### config.mk
export PLATFORM = sky130hd
export DESIGN_NAME = sd_host_regfile_flat
export DESIGN_NICKNAME = d
export VERILOG_FILES = /design/src/rtl/sd_reg_pkg.sv /design/src/rtl/sd_host_regfile_if.sv /design/src/rtl/sd_irq_status.sv /design/src/rtl/sd_host_regfile.sv /design/src/flat_wrapper.sv
export SDC_FILE = /design/constraint.sdc
export NUM_CORES = 1
export LEC_CHECK = 0
export CORE_MARGIN = 3
export CORE_UTILIZATION = 30
export CTS_BUF_LIST = sky130_fd_sc_hd__clkbuf_8
export DETAILED_ROUTE_END_ITERATION = 6
export GPL_TIMING_DRIVEN = 0
export SLEW_MARGIN = 0
export SYNTH_ARGS = -nofsm -noshare
export SYNTH_HDL_FRONTEND = slang
export SYNTH_HIERARCHICAL = 1
export SYNTH_SLANG_ARGS = --single-unit
export TNS_END_PERCENT = 50
### constraint.sdc
create_clock -name clk -period 22.6 [get_ports clk]
set_input_delay 2.26 -clock clk [delete_from_list [all_inputs] [get_ports clk]]
set_output_delay 2.26 -clock clk [all_outputs]
set_load 0.05 [all_outputs]
### src/rtl/sd_reg_pkg.sv
// Register map, access types and byte-merge helper
// shared by the SD host register file blocks.
package sd_reg_pkg;

  localparam int REG_SDMA      = 0;
  localparam int REG_BLK       = 1;
  localparam int REG_ARG       = 2;
  localparam int REG_CMD       = 3;
  localparam int REG_RESP0     = 4;
  localparam int REG_RESP3     = 7;
  localparam int REG_BUF       = 8;
  localparam int REG_PSTATE    = 9;
  localparam int REG_HOST_CTRL = 10;
  localparam int REG_CLK_CTRL  = 11;
  localparam int REG_INT_STAT  = 12;
  localparam int REG_INT_EN    = 13;
  localparam int REG_SIG_EN    = 14;
  localparam int REG_ACMD_ERR  = 15;
  localparam int REG_CAPS      = 16;
  localparam int REG_CAPS2     = 17;
  localparam int REG_MAX_CUR   = 18;
  localparam int REG_VERSION   = 19;
  localparam int REG_FORCE_EVT = 20;
  localparam int REG_ADMA_ERR  = 21;
  localparam int REG_ADMA_LO   = 22;
  localparam int REG_ADMA_HI   = 23;
  localparam int REG_TIMEOUT   = 24;

  localparam int MAX_DW = 256;
  localparam int MAX_NB = MAX_DW / 8;

  typedef enum logic [1:0] {
    ACC_RW,
    ACC_RO,
    ACC_W1C
  } acc_t;

  function automatic acc_t acc_type(input int idx);
    acc_t t;
    t = ACC_RO;
    unique case (1'b1)
      idx == REG_INT_STAT: t = ACC_W1C;
      (idx inside {[0:3], 8, 10, 11, 13, 14, 20, [22:24]}):
        t = ACC_RW;
      default: t = ACC_RO;
    endcase
    return t;
  endfunction

  function automatic logic [MAX_DW-1:0] be_merge(
    input logic [MAX_DW-1:0] old_v,
    input logic [MAX_DW-1:0] new_v,
    input logic [MAX_NB-1:0] be
  );
    logic [MAX_DW-1:0] r;
    r = old_v;
    for (int i = 0; i < MAX_NB; i++)
      if (be[i]) r[8*i +: 8] = new_v[8*i +: 8];
    return r;
  endfunction

endpackage

### src/rtl/sd_host_regfile_if.sv
// CPU register bus: req/ack handshake, rw, addr, be, data, err.
// master = CPU side, slave = register file.
interface sd_host_regfile_if #(
  parameter int DATA_WIDTH = 32,
  parameter int ADDR_WIDTH = 5
);
  logic                    req;
  logic                    rw;
  logic [ADDR_WIDTH-1:0]   addr;
  logic [DATA_WIDTH/8-1:0] be;
  logic [DATA_WIDTH-1:0]   data_in;
  logic [DATA_WIDTH-1:0]   data_out;
  logic                    ack;
  logic                    err;

  modport master (
    output req, rw, addr, be, data_in,
    input  data_out, ack, err
  );

  modport slave (
    input  req, rw, addr, be, data_in,
    output data_out, ack, err
  );
endinterface

### src/rtl/sd_irq_status.sv
// Interrupt status (W1C), status enable, signal enable and level irq.
// Ports: clk/reset, write strobes + data/be, swrst, irq_set; regs, irq.
module sd_irq_status
  import sd_reg_pkg::*;
#(
  parameter int DATA_WIDTH = 32
) (
  input  logic                    clk,
  input  logic                    reset,
  input  logic                    swrst,
  input  logic                    wr_stat,
  input  logic                    wr_en,
  input  logic                    wr_sig,
  input  logic [DATA_WIDTH-1:0]   wdata,
  input  logic [DATA_WIDTH/8-1:0] be,
  input  logic [DATA_WIDTH-1:0]   irq_set,
  output logic [DATA_WIDTH-1:0]   stat,
  output logic [DATA_WIDTH-1:0]   int_en,
  output logic [DATA_WIDTH-1:0]   sig_en,
  output logic                    irq
);
  localparam int DW = DATA_WIDTH;
  localparam int NB = DW / 8;

  function automatic logic [DW-1:0] merge(
    input logic [DW-1:0] o,
    input logic [DW-1:0] n,
    input logic [NB-1:0] b
  );
    return DW'(be_merge(MAX_DW'(o), MAX_DW'(n), MAX_NB'(b)));
  endfunction

  logic [DW-1:0] clr, stat_d, en_d, sig_d;

  always_comb begin
    clr    = '0;
    stat_d = stat;
    en_d   = int_en;
    sig_d  = sig_en;
    if (wr_stat) clr = merge('0, wdata, be);
    // set is OR-ed last so it beats a same-cycle clear
    stat_d = ((swrst ? '0 : stat) & ~clr) | irq_set;
    if (swrst)       en_d = '0;
    else if (wr_en)  en_d = merge(int_en, wdata, be);
    if (swrst)       sig_d = '0;
    else if (wr_sig) sig_d = merge(sig_en, wdata, be);
  end

  // irq tracks the registers' new values, so it moves on the same
  // edge as the status bit that causes it
  always_ff @(posedge clk or posedge reset) begin
    if (reset) begin
      stat   <= '0;
      int_en <= '0;
      sig_en <= '0;
      irq    <= 1'b0;
    end else begin
      stat   <= stat_d;
      int_en <= en_d;
      sig_en <= sig_d;
      irq    <= |(stat_d & en_d & sig_d);
    end
  end
endmodule

### src/rtl/sd_host_regfile.sv
// SD host register file: CPU bus (sd_host_regfile_if.slave), resp/pstate
// loads, irq, cmd_start. Option macro: SD_REG_SWRST_EN.
module sd_host_regfile
  import sd_reg_pkg::*;
#(
  parameter int                    DATA_WIDTH = 32,
  parameter int                    ADDR_WIDTH = 5,
  parameter int                    NUM_REGS   = 25,
  parameter logic [DATA_WIDTH-1:0] CAPS_VALUE = '0,
  parameter logic [15:0]           HC_VERSION = 16'h0002
) (
  input  logic                    clk,
  input  logic                    reset,
  sd_host_regfile_if.slave        bus,
  input  logic                    resp_we,
  input  logic [4*DATA_WIDTH-1:0] resp_data,
  input  logic [DATA_WIDTH-1:0]   pstate,
  input  logic [DATA_WIDTH-1:0]   irq_set,
  output logic                    irq,
  output logic                    cmd_start
);
  localparam int DW = DATA_WIDTH;
  localparam int NB = DW / 8;
  localparam int NA = 2 ** ADDR_WIDTH;
  localparam logic [ADDR_WIDTH:0] LIMIT = (ADDR_WIDTH+1)'(NUM_REGS);

  function automatic logic [DW-1:0] merge(
    input logic [DW-1:0] o,
    input logic [DW-1:0] n,
    input logic [NB-1:0] b
  );
    return DW'(be_merge(MAX_DW'(o), MAX_DW'(n), MAX_NB'(b)));
  endfunction

  function automatic logic hit(
    input logic [ADDR_WIDTH-1:0] a,
    input int                    idx
  );
    return a == ADDR_WIDTH'(idx);
  endfunction

  logic [DW-1:0] rview [NA];
  logic          accept, wr, in_range, swrst;
  logic [DW-1:0] stat, int_en, sig_en;

  assign accept   = bus.req & ~bus.ack;
  assign wr       = accept & ~bus.rw;
  assign in_range = {1'b0, bus.addr} < LIMIT;

`ifdef SD_REG_SWRST_EN
  // Software_Reset bit0 lives in reg11; RW/W1C clear on the next edge,
  // which also clears the bit itself
  assign swrst = rview[REG_CLK_CTRL][DW-8];
`else
  assign swrst = 1'b0;
`endif

  sd_irq_status #(.DATA_WIDTH(DW)) u_irq (
    .clk     (clk),
    .reset   (reset),
    .swrst   (swrst),
    .wr_stat (wr & hit(bus.addr, REG_INT_STAT)),
    .wr_en   (wr & hit(bus.addr, REG_INT_EN)),
    .wr_sig  (wr & hit(bus.addr, REG_SIG_EN)),
    .wdata   (bus.data_in),
    .be      (bus.be),
    .irq_set (irq_set),
    .stat    (stat),
    .int_en  (int_en),
    .sig_en  (sig_en),
    .irq     (irq)
  );

  for (genvar i = 0; i < NA; i++) begin : g_reg
    if (i >= NUM_REGS) begin : g_none
      assign rview[i] = '0;
    end else if (i == REG_INT_STAT) begin : g_stat
      assign rview[i] = stat;
    end else if (i == REG_INT_EN) begin : g_en
      assign rview[i] = int_en;
    end else if (i == REG_SIG_EN) begin : g_sig
      assign rview[i] = sig_en;
    end else if (acc_type(i) == ACC_RW) begin : g_rw
      logic [DW-1:0] q;
      always_ff @(posedge clk or posedge reset) begin
        if (reset)                      q <= '0;
        else if (swrst)                 q <= '0;
        else if (wr && hit(bus.addr, i)) q <= merge(q, bus.data_in, bus.be);
      end
      assign rview[i] = q;
    end else if (i >= REG_RESP0 && i <= REG_RESP3) begin : g_resp
      logic [DW-1:0] q;
      always_ff @(posedge clk or posedge reset) begin
        if (reset)        q <= '0;
        else if (resp_we) q <= resp_data[(i-REG_RESP0)*DW +: DW];
      end
      assign rview[i] = q;
    end else if (i == REG_PSTATE) begin : g_pstate
      logic [DW-1:0] q;
      always_ff @(posedge clk or posedge reset) begin
        if (reset) q <= '0;
        else       q <= pstate;
      end
      assign rview[i] = q;
    end else if (i == REG_CAPS) begin : g_caps
      assign rview[i] = CAPS_VALUE;
    end else if (i == REG_VERSION) begin : g_ver
      assign rview[i] = {HC_VERSION, {(DW-16){1'b0}}};
    end else begin : g_zero
      assign rview[i] = '0;
    end
  end

  always_ff @(posedge clk or posedge reset) begin
    if (reset) begin
      bus.ack      <= 1'b0;
      bus.err      <= 1'b0;
      bus.data_out <= '0;
      cmd_start    <= 1'b0;
    end else begin
      bus.ack   <= accept;
      bus.err   <= accept & ~in_range;
      cmd_start <= wr & hit(bus.addr, REG_CMD) & (|bus.be[NB-1:NB/2]);
      if (accept & bus.rw) bus.data_out <= rview[bus.addr];
    end
  end
endmodule

### src/flat_wrapper.sv
// flat-port wrapper written by rule: the top's interface ports become plain ports
module sd_host_regfile_flat import sd_reg_pkg::*;
#(
  parameter int                    DATA_WIDTH = 32,
  parameter int                    ADDR_WIDTH = 5,
  parameter int                    NUM_REGS   = 25,
  parameter logic [DATA_WIDTH-1:0] CAPS_VALUE = '0,
  parameter logic [15:0]           HC_VERSION = 16'h0002
)
  (clk, reset, resp_we, resp_data, pstate, irq_set, irq, cmd_start, bus_req, bus_rw, bus_addr, bus_be, bus_data_in, bus_data_out, bus_ack, bus_err);
  sd_host_regfile_if #(.DATA_WIDTH(DATA_WIDTH), .ADDR_WIDTH(ADDR_WIDTH)) bus_i ();
  input  logic clk;
  input  logic reset;
  input  logic resp_we;
  input  logic [4*DATA_WIDTH-1:0] resp_data;
  input  logic [DATA_WIDTH-1:0] pstate;
  input  logic [DATA_WIDTH-1:0] irq_set;
  output logic irq;
  output logic cmd_start;
  input wire logic [$bits(bus_i.req)-1:0] bus_req;
  input wire logic [$bits(bus_i.rw)-1:0] bus_rw;
  input wire logic [$bits(bus_i.addr)-1:0] bus_addr;
  input wire logic [$bits(bus_i.be)-1:0] bus_be;
  input wire logic [$bits(bus_i.data_in)-1:0] bus_data_in;
  output wire logic [$bits(bus_i.data_out)-1:0] bus_data_out;
  output wire logic [$bits(bus_i.ack)-1:0] bus_ack;
  output wire logic [$bits(bus_i.err)-1:0] bus_err;
  assign bus_i.req = bus_req;
  assign bus_i.rw = bus_rw;
  assign bus_i.addr = bus_addr;
  assign bus_i.be = bus_be;
  assign bus_i.data_in = bus_data_in;
  assign bus_data_out = bus_i.data_out;
  assign bus_ack = bus_i.ack;
  assign bus_err = bus_i.err;
  sd_host_regfile #(.DATA_WIDTH(DATA_WIDTH), .ADDR_WIDTH(ADDR_WIDTH), .NUM_REGS(NUM_REGS), .CAPS_VALUE(CAPS_VALUE), .HC_VERSION(HC_VERSION)) u_core (.clk(clk), .reset(reset), .bus(bus_i), .resp_we(resp_we), .resp_data(resp_data), .pstate(pstate), .irq_set(irq_set), .irq(irq), .cmd_start(cmd_start));
endmodule
# Word level (Yosys, flattened, before mapping)
# Cells that the tools add are included.
# word_totals
in_bits	238
word_cells	166
reg_bits	644
# classes
mux	18
magnitude_cmp	2
bitwise	18
eq_ne	13
reduce_logical	58
# op_table
cell	n
32-bit binary-select mux with 5-bit select	1
32-bit 2-to-1 mux	5
32-bit AND	3
8-bit 2-to-1 mux	12
2-bit AND reduction	44
32-bit NOT	1
32-bit bitwise OR	1
32-bit OR reduction	1
5-bit by 4-bit == test with 1-bit output, second input constant	6
5-bit == test, second input constant	4
1-bit logical AND	11
5-bit by 2-bit == test with 1-bit output, second input constant	2
1-bit AND	9
6-bit >= comparator, second input constant	1
5-bit NOT with 6-bit output	1
5-bit by 1-bit == test with 1-bit output, second input constant	1
5-bit zero test	1
5-bit < comparator, second input constant	1
1-bit NOT	3
2-bit OR reduction	1

# Longest topological paths before layout
# Gate-level depths: netlist (run 1).
# depth
ltp_word	11
depth_mapped	13
depth_no_buf	9

# Cells and area by module
# The synthesis (run 1) kept the hierarchy.
# by_module_without_submodules
mod	instances	cells_per_inst	area_per_inst_um2
sd_host_regfile	1	1739	25668.4
sd_irq_status	1	419	4262.8

# Least setup slack after synthesis (run 1)
# No wires, ideal clock.
# synth_path
path_kind	input port to flip-flop
from	input port bus_addr[2]
to	register u_core.u_irq.irq
slack_ps	17549
arrival_time_ps	4913
cell_stages	12
path_buffers	4
t_required_ps	22462
cell_sequence	buf_2 > clkbuf_1 > clkbuf_1 > nand4_1 > nor2b_1 > and2_1 > clkbuf_1 > mux2i_1 > nor2b_1 > a22oi_1 > nand4_1 > or4_1
# synth_between
elab_chain_len	9
# synth_lines
item	line_no	rtl
from (decl)	flat_wrapper.sv:22	input wire logic [$bits(bus_i.addr)-1:0] bus_addr;
5-bit by 4-bit == test with 1-bit output	sd_host_regfile.sv:39	return a == ADDR_WIDTH'(idx);
1-bit AND	sd_host_regfile.sv:62	.wr_stat (wr & hit(bus.addr, REG_INT_STAT)),
32-bit 2-to-1 mux	sd_irq_status.sv:40	if (wr_stat) clr = merge('0, wdata, be);
32-bit NOT	sd_irq_status.sv:42	stat_d = ((swrst ? '0 : stat) & ~clr) | irq_set;
32-bit AND	sd_irq_status.sv:42	
32-bit bitwise OR	sd_irq_status.sv:42	
32-bit AND	sd_irq_status.sv:61	irq <= |(stat_d & en_d & sig_d);
32-bit AND (*)	sd_irq_status.sv:61	
32-bit OR reduction (*)	sd_irq_status.sv:61	
to (signal assigned)	sd_irq_status.sv:61	
to (decl)	sd_irq_status.sv:20	output logic irq
# Every way passes the cells marked *; elsewhere a longest branch is shown, timed or not.
# A chain may end at the register's enable or synchronous reset.

# Final worst setup path (run 1)
# Ends and elaborated chain as after synthesis.

==> run metrics, run 1 <==
status finished clean; EDFF count, synth 0; maximum fanout count along the critical path 10; area share of and/or/nand/nor cells after synthesis 0.0658; sum of negative setup slack 0 ns; Post-synth ARST share 1.00; PortBufs 269; antenna violations before repair 19; die outline height 322 µm; worst ir drop on vdd 0.0314 mV; half-perimeter wire length after placement 79,800 µm; clock tree from TritonCTS done; clock tree root driver cell clkbuf_8; DIE WIDTH 322 µm; RSZ-0062 raised after global routing false; startpoint of the worst register-to-register path u_core/bus.ack$_DFF_PP0_; met1 usage in global routing 0.266; Worst Path Buf+Inv 5; met2 demand-to-capacity share in global routing 0.323; Synth Area in XOR/XNOR 0; # resized after CTS 0; instance area after placement 34,400 µm²; PD cells 75.4 nW/µm²; required time at the endpoint of the critical path 23.28 ns; overall routing resource usage 0.204; count of different cell masters after synthesis 63; maximum achievable frequency 138 MHz; element type at the critical path start primary input; drt pass-1 iters 6; Detailed Route Iter0 Violations 1,740; synthesized-area fraction occupied by adder cells 0; final hold slack 0.493 ns; most used routing layer met2; final setup fails 0; number of stages on the worst hold path 1; effective utilization at floorplan 0.303; # DRC 0; dominant combinational cell family by area after synthesis multiplexers; Rows 115; clock tree skew after final layout 0.0374 ns; first-pass GRT wire length 153,000 µm; area fraction in compound gates after synthesis 0.0686; endpoint type of the worst setup path register; FF-to-FF path depth 11; start point of the worst min-delay path u_core/g_reg[11].g_rw.q[27]$_DFFE_PP0P_; met3 capacity usage during global routing 0.0561; post-CTS setup-driven buffer insertion count 0; total number of H-tree levels 3; sequence of cells on the critical path clkdlybuf4s50_1, buf_2, clkbuf_1, clkbuf_1, nand4_1, nor2b_1, and2_1, clkbuf_1, mux2i_1, nor4b_1, a21oi_1, nand4_1, or4_1; Yosys top cell by area dfrtp_1; area added between synthesis and finish 22.6%; post-route standard cell area excluding fillers 36,700 µm²; main area contributors after synthesis dfrtp_1 (54%), mux2_2 (18%), mux4_2 (7.1%), mux2i_1 (4.3%), nand2_1 (1.4%); Final nets 2,783; worst stage delay on the critical path 1.20 ns; final core area utilization 0.372; warnings from Yosys 6; mux contribution to synthesized area 0.295; arrival time at the worst endpoint 7.92 ns; HP Class reg -> reg; I/O pin cnt 274; sequential cell area fraction in the yosys report 0.538; area of the core 98,700 µm²; overall die area 104,000 µm²; total of max-cap violations 0; category of the critical setup timing path in -> reg; min Tclk post-route 7.25 ns; later-pin clock latency in the skew report 0.74 ns; cells after synthesis 2,158; Reg-to-Reg End u_core/u_irq/irq$_DFF_PP0_; via count of the routed design 20.7k; routed via count divided by cell count 5.28; Endpoint, Worst Hold u_core/g_reg[11].g_rw.q[27]$_DFFE_PP0P_; clock sink count 644; via count of the first global-routing pass 21.2k; Cell Area, Synth 29,900 µm²; pin slew with the least headroom to its limit 1.44 ns; worst-case register-to-register setup slack 18.17 ns; count of hold-fix buffers inserted at cts 0; headroom to the max-slew limit 0.0277; total wire length 108,000 µm; most frequently used cell type in the post-synthesis netlist dfrtp_1; average instance area after synthesis 13.9 µm²; Routed Antenna Nets 0; clock-pin slew reported for the worst setup and hold paths after clock tree synthesis 0.07 ns; placer's final routability congestion estimate 0.937; GRT Residual Overflow 0; Hold Vio Cnt, Final 0; leakage dissipation 16.3 nW; library cell appearing most often on the critical path clkbuf_1; CP max-delay cell nor4b_1; synthesis-stage register bit count 644; clock buffer count from CTS 108; pins over their slew limit 0; dominant register cell in the synthesized netlist dfrtp_1; pin count of the biggest net entering global routing 128; average routed wire per standard cell 27.4 µm; portion of the clock cycle consumed by the worst path in the final layout 0.321; maximum root-to-sink buffer count 3; layout cell share with drive strength beyond 1 0.331; share of the synthesized area in the top cell type 0.538; CP top delay family simple AND/OR/NAND/NOR gates; Post-synth top cells dfrtp_1 (644), mux2_2 (480), mux2i_1 (128)
metal layers:
| layer | up-vias | wire, µm | share of wire |
|---|---|---|---|
| met5 | - | 64 | 0.00059 |
| met4 | 10 | 4410 | 0.041 |
| met3 | 212 | 8940 | 0.083 |
| met2 | 853 | 49100 | 0.46 |
| met1 | 10800 | 45200 | 0.42 |
| li1 | 8809 | - | - |
sequential cells by signal, indices dropped and copies added (netlist names):
register	count
u_core/u_irq/sig_en	32
u_core/bus.err	1
u_core/u_irq/stat	32
u_core/g.g_resp.q	128
u_core/bus.ack	1
u_core/u_irq/irq	1
u_core/g.g_rw.q	352
u_core/g.g_pstate.q	32
u_core/bus.data_out	32
u_core/cmd_start	1
u_core/u_irq/int_en	32
stage by stage:
step	instances	total power, mW	setup slack [ns]
finish	3926	2.77	15.35
detailed placement	3722	1.69	14.88
floorplan	2160	1.51	5.05
global placement	3716	1.69	-2.34
CTS	3918	2.79	15.66
global route	3921	2.87	15.59
area by class of cell:
cell class | count | area (µm²)
inverter | 12 | 55.1
fill | 9500 | 62000
antenna | 8 | 20.0
clock inverter | 56 | 352
tap | 1287 | 1610
multi-input combinational | 1342 | 12900
buffer | 162 | 917
timing repair buffer | 275 | 2840
sequential | 644 | 16100
clock buffer | 140 | 1930
placed cells by master, fill, tap and decap left out, types with 8 or more instances in the layout:
master	Yosys	routed
buf_2	36	37
inv_1	11	47
mux2_2	480	480
nor2_2	9	9
buf_4	11	11
o21ai_0	33	33
clkbuf_8	0	140
a211oi_1	30	30
a221oi_1	30	30
o2bb2ai_1	29	29
mux2i_1	128	128
nor2_1	65	65
dfrtp_1	644	644
a31o_1	24	24
clkinv_2	0	8
mux4_2	94	94
nand3_1	38	38
a31oi_1	11	11
nand3_4	14	14
diode_2	0	8
clkbuf_1	86	86
nand3_2	11	11
a21oi_1	65	65
nor2b_1	55	55
buf_6	14	14
a22oi_1	10	10
nand2_2	12	12
clkdlybuf4s50_1	0	269
nand2_1	112	112
a211o_1	29	29
worst max-delay path by stage:
stage | startpoint | endpoint | cells past startpoint
after floorplan | reset | u_core/bus.ack$_DFF_PP0_ | 1
after global placement | reset | u_core/g_reg[9].g_pstate.q[12]$_DFF_PP0_ | 2
after detailed placement | bus_addr[2] | u_core/u_irq/irq$_DFF_PP0_ | 13
after CTS | bus_addr[2] | u_core/u_irq/irq$_DFF_PP0_ | 13
after global routing | bus_addr[2] | u_core/u_irq/irq$_DFF_PP0_ | 13
final | bus_addr[2] | u_core/u_irq/irq$_DFF_PP0_ | 13
logic make-up (layout without fill, tap and decap cells):
| kind of cell | count (synthesis) | after routing |
|---|---|---|
| AND/OR/NAND/NOR | 350 | 350 |
| AO/OA/AOI/OAI | 285 | 285 |
| buffers and inverters | 174 | 645 |
| multiplexers | 704 | 704 |
| other | 1 | 11 |
| flip-flops | 644 | 644 |
report_power, final:
part	total (mW)	leakage, nW	switching, mW	internal [mW]
registers	1.29	8.37	0.0524	1.23
logic	0.389	6.58	0.217	0.173
clock network	1.09	1.31	0.494	0.599
Power figures use the tool's default switching activity.
==> run 2: changes to the inputs <==
==> constraint.sdc (replaced) <==
create_clock -name clk -period 6.3 [get_ports clk]
set_input_delay 0.63 -clock clk [delete_from_list [all_inputs] [get_ports clk]]
set_output_delay 0.63 -clock clk [all_outputs]
set_load 0.05 [all_outputs]
==> run 2 against run 1 <==
Compared with the run above: register-to-register slack worse by 16 ns; cell area up 0.20%; die area unchanged; combinational power rose to 3.6 times the previous value; clock power rose to 3.4 times the previous value; highest routed layer unchanged.
==> run metrics, run 2 (synthesized netlist as in run 1, its figures left out) <==
total of max-cap violations 0 (unchanged); maximum achievable frequency 181 MHz; internal portion of total power 7.02 mW (+250%); worst ir drop on vdd 0.154 mV (+390%); die outline height 322 µm (unchanged); via count of the routed design 20.6k (-0.68%); Detailed Route Iter0 Violations 1,808 (+3.9%); HP Class in -> reg; # DRC 0 (unchanged); metal2 WL 49,500 µm (+0.72%); average routed wire per standard cell 27.0 µm (-1.6%); Rows 115 (unchanged); sequence of cells on the critical path clkdlybuf4s50_1, buf_2, clkbuf_1, clkbuf_1, nand4_1, nor2b_1, and2_1, clkbuf_1, mux2i_1, nor4b_1, a21oi_1, nand4_1, or4_1; PortBufs 269 (unchanged); total wire length 106,000 µm (-1.5%); required time at the endpoint of the critical path 6.99 ns (-16.29 ns); effective utilization at floorplan 0.303 (unchanged); clock tree from TritonCTS done; area of the core 98,700 µm² (unchanged); maximum fanout count along the critical path 10 (unchanged); Worst Path Buf+Inv 5 (unchanged); CP max-delay cell nor4b_1; half-perimeter wire length after placement 80,800 µm (+1.2%); arrival time at the worst endpoint 6.21 ns (-1.71 ns); final hold slack 0.333 ns (-0.160 ns); CP top delay family simple AND/OR/NAND/NOR gates; routed via count divided by cell count 5.23 (-0.81%); highest signal layer in the routed design met5; worst stage delay on the critical path 1.18 ns (-0.02 ns); clock buffer count from CTS 106 (-1.9%); DIE WIDTH 322 µm (unchanged); clock sink count 644 (unchanged); pin count of the biggest net entering global routing 64 (-50%); status finished clean; # resized after CTS 0 (unchanged); GRT Residual Overflow 0 (unchanged); min Tclk post-route 5.52 ns; pin slew with the least headroom to its limit 1.40 ns (-0.0394 ns); pins over their slew limit 0 (unchanged); post-route standard cell area excluding fillers 36,800 µm² (+0.20%); combinational share of power 0.144 (+0.003); Top reg by flops u_core/g.g_rw.q; antenna violations before repair 18 (-1); sequential power share 0.473 (+0.008); placer's final routability congestion estimate 0.920 (-1.8%); fraction of power consumed by the clock network 0.382 (-0.013); drt pass-1 iters 6 (unchanged); Hold Vio Cnt, Final 0 (unchanged); Routed Antenna Nets 0 (unchanged); maximum root-to-sink buffer count 3 (unchanged); commonest non-fill, non-tap cell in the layout dfrtp_1; layout cell share with drive strength beyond 1 0.334 (+0.00253); via count of the first global-routing pass 21.3k (+0.48%); PD cells 265 nW/µm² (+250%); Detail Route met3 WL 8350 µm (-6.6%); total net switching power 2.72 mW (+260%); later-pin clock latency in the skew report 0.76 ns (+0.02 ns); post-CTS setup-driven buffer insertion count 0 (unchanged); total number of H-tree levels 3 (unchanged); overall routing resource usage 0.203 (-0.00157); overall die area 104,000 µm² (unchanged); clock tree root driver cell clkbuf_8; element type at the critical path start primary input; first-pass GRT wire length 152,000 µm (-0.83%); fill cell instance count of the final layout 9,592 (+0.97%); clock tree skew after final layout 0.0486 ns (+0.0112 ns); RSZ-0062 raised after global routing false; final setup fails 0 (unchanged); count of hold-fix buffers inserted at cts 0 (unchanged); category of the critical setup timing path in -> reg; I/O pin cnt 274 (unchanged); portion of the clock cycle consumed by the worst path in the final layout 0.877; leakage dissipation 16.3 nW (+0.28%); library cell appearing most often on the critical path clkbuf_1; headroom to the max-slew limit 0.0544 (+0.0267); registers with the most flip-flops u_core/g.g_rw.q (352), u_core/g.g_resp.q (128); area added between synthesis and finish 22.8%; switching part of the total power 0.279 (+0.00361); total power 9.74 mW (+250%); top library cells by usage in the layout, fill and taps aside dfrtp_1 (644), mux2_2 (480), clkdlybuf4s50_1 (269), clkbuf_8 (135), mux2i_1 (128); final core area utilization 0.373 (+0.000761); Final nets 2,795 (+0.43%); instance area after placement 34,600 µm² (+0.61%); endpoint type of the worst setup path register; max reg flops 352 (unchanged); met1 routed wirelength after detailed routing 44,300 µm (-2.0%); clock-pin slew reported for the worst setup and hold paths after clock tree synthesis 0.07 ns (about the same)
-- run 2: final cells by class --
type                            instances  area (µm²)  share of cell area
Timing Repair Buffer                  289        3060              0.0831
Buffer                                162         917              0.0249
Multi-Input combinational cell       1342       12900               0.350
Inverter                               12        51.3             0.00140
Antenna cell                            6        15.0            0.000408
Sequential cell                       644       16100               0.438
Clock buffer                          135        1860              0.0505
Tap cell                             1287        1610              0.0438
Clock inverter                         54         285             0.00776
-- run 2: final timing paths --
kind | from | to | slack (ns) | cells after the start
max in group asynchronous | reset | u_core/g_reg[9].g_pstate.q[9]$_DFF_PP0_ | 4.06 | 8
worst min register to register | u_core/g_reg[11].g_rw.q[27]$_DFFE_PP0P_ | u_core/g_reg[11].g_rw.q[27]$_DFFE_PP0P_ | 0.48 | 1
worst min-delay path | pstate[7] | u_core/g_reg[9].g_pstate.q[7]$_DFF_PP0_ | 0.33 | 1
worst max-delay path | bus_addr[2] | u_core/u_irq/irq$_DFF_PP0_ | 0.78 | 13
worst max register to register | u_core/bus.ack$_DFF_PP0_ | u_core/u_irq/irq$_DFF_PP0_ | 1.95 | 11
min in group asynchronous | reset | u_core/u_irq/int_en[31]$_DFF_PP0_ | 0.38 | 2
-- run 2: per-layer routing --
layer,vias to the layer above,global-route usage
met5,-,0
met4,10,0.0825
met3,190,0.0487
met2,810,0.327
met1,10800,0.262
li1,8810,-
-- run 2: stage by stage --
stage               std cells  setup slack, ns  setup TNS, ns
floorplan                2160            -1.77        -969.22
global placement         3716            -5.74       -3078.04
detailed placement       3735            0.179              0
CTS                      3924            0.974              0
global route             3926            0.813              0
finish                   3931            0.776              0
-- run 2: power by group through the flow --
| stage | Sequential (mW) | Combinational [mW] | Clock, mW |
|---|---|---|---|
| after floorplan | 4.74 | 0.695 | 0 |
| after global placement | 4.69 | 1.36 | 0 |
| after detailed placement | 4.68 | 1.40 | 0 |
| after CTS | 4.61 | 1.40 | 3.81 |
| after global routing | 4.64 | 1.50 | 3.99 |
| final | 4.61 | 1.41 | 3.72 |
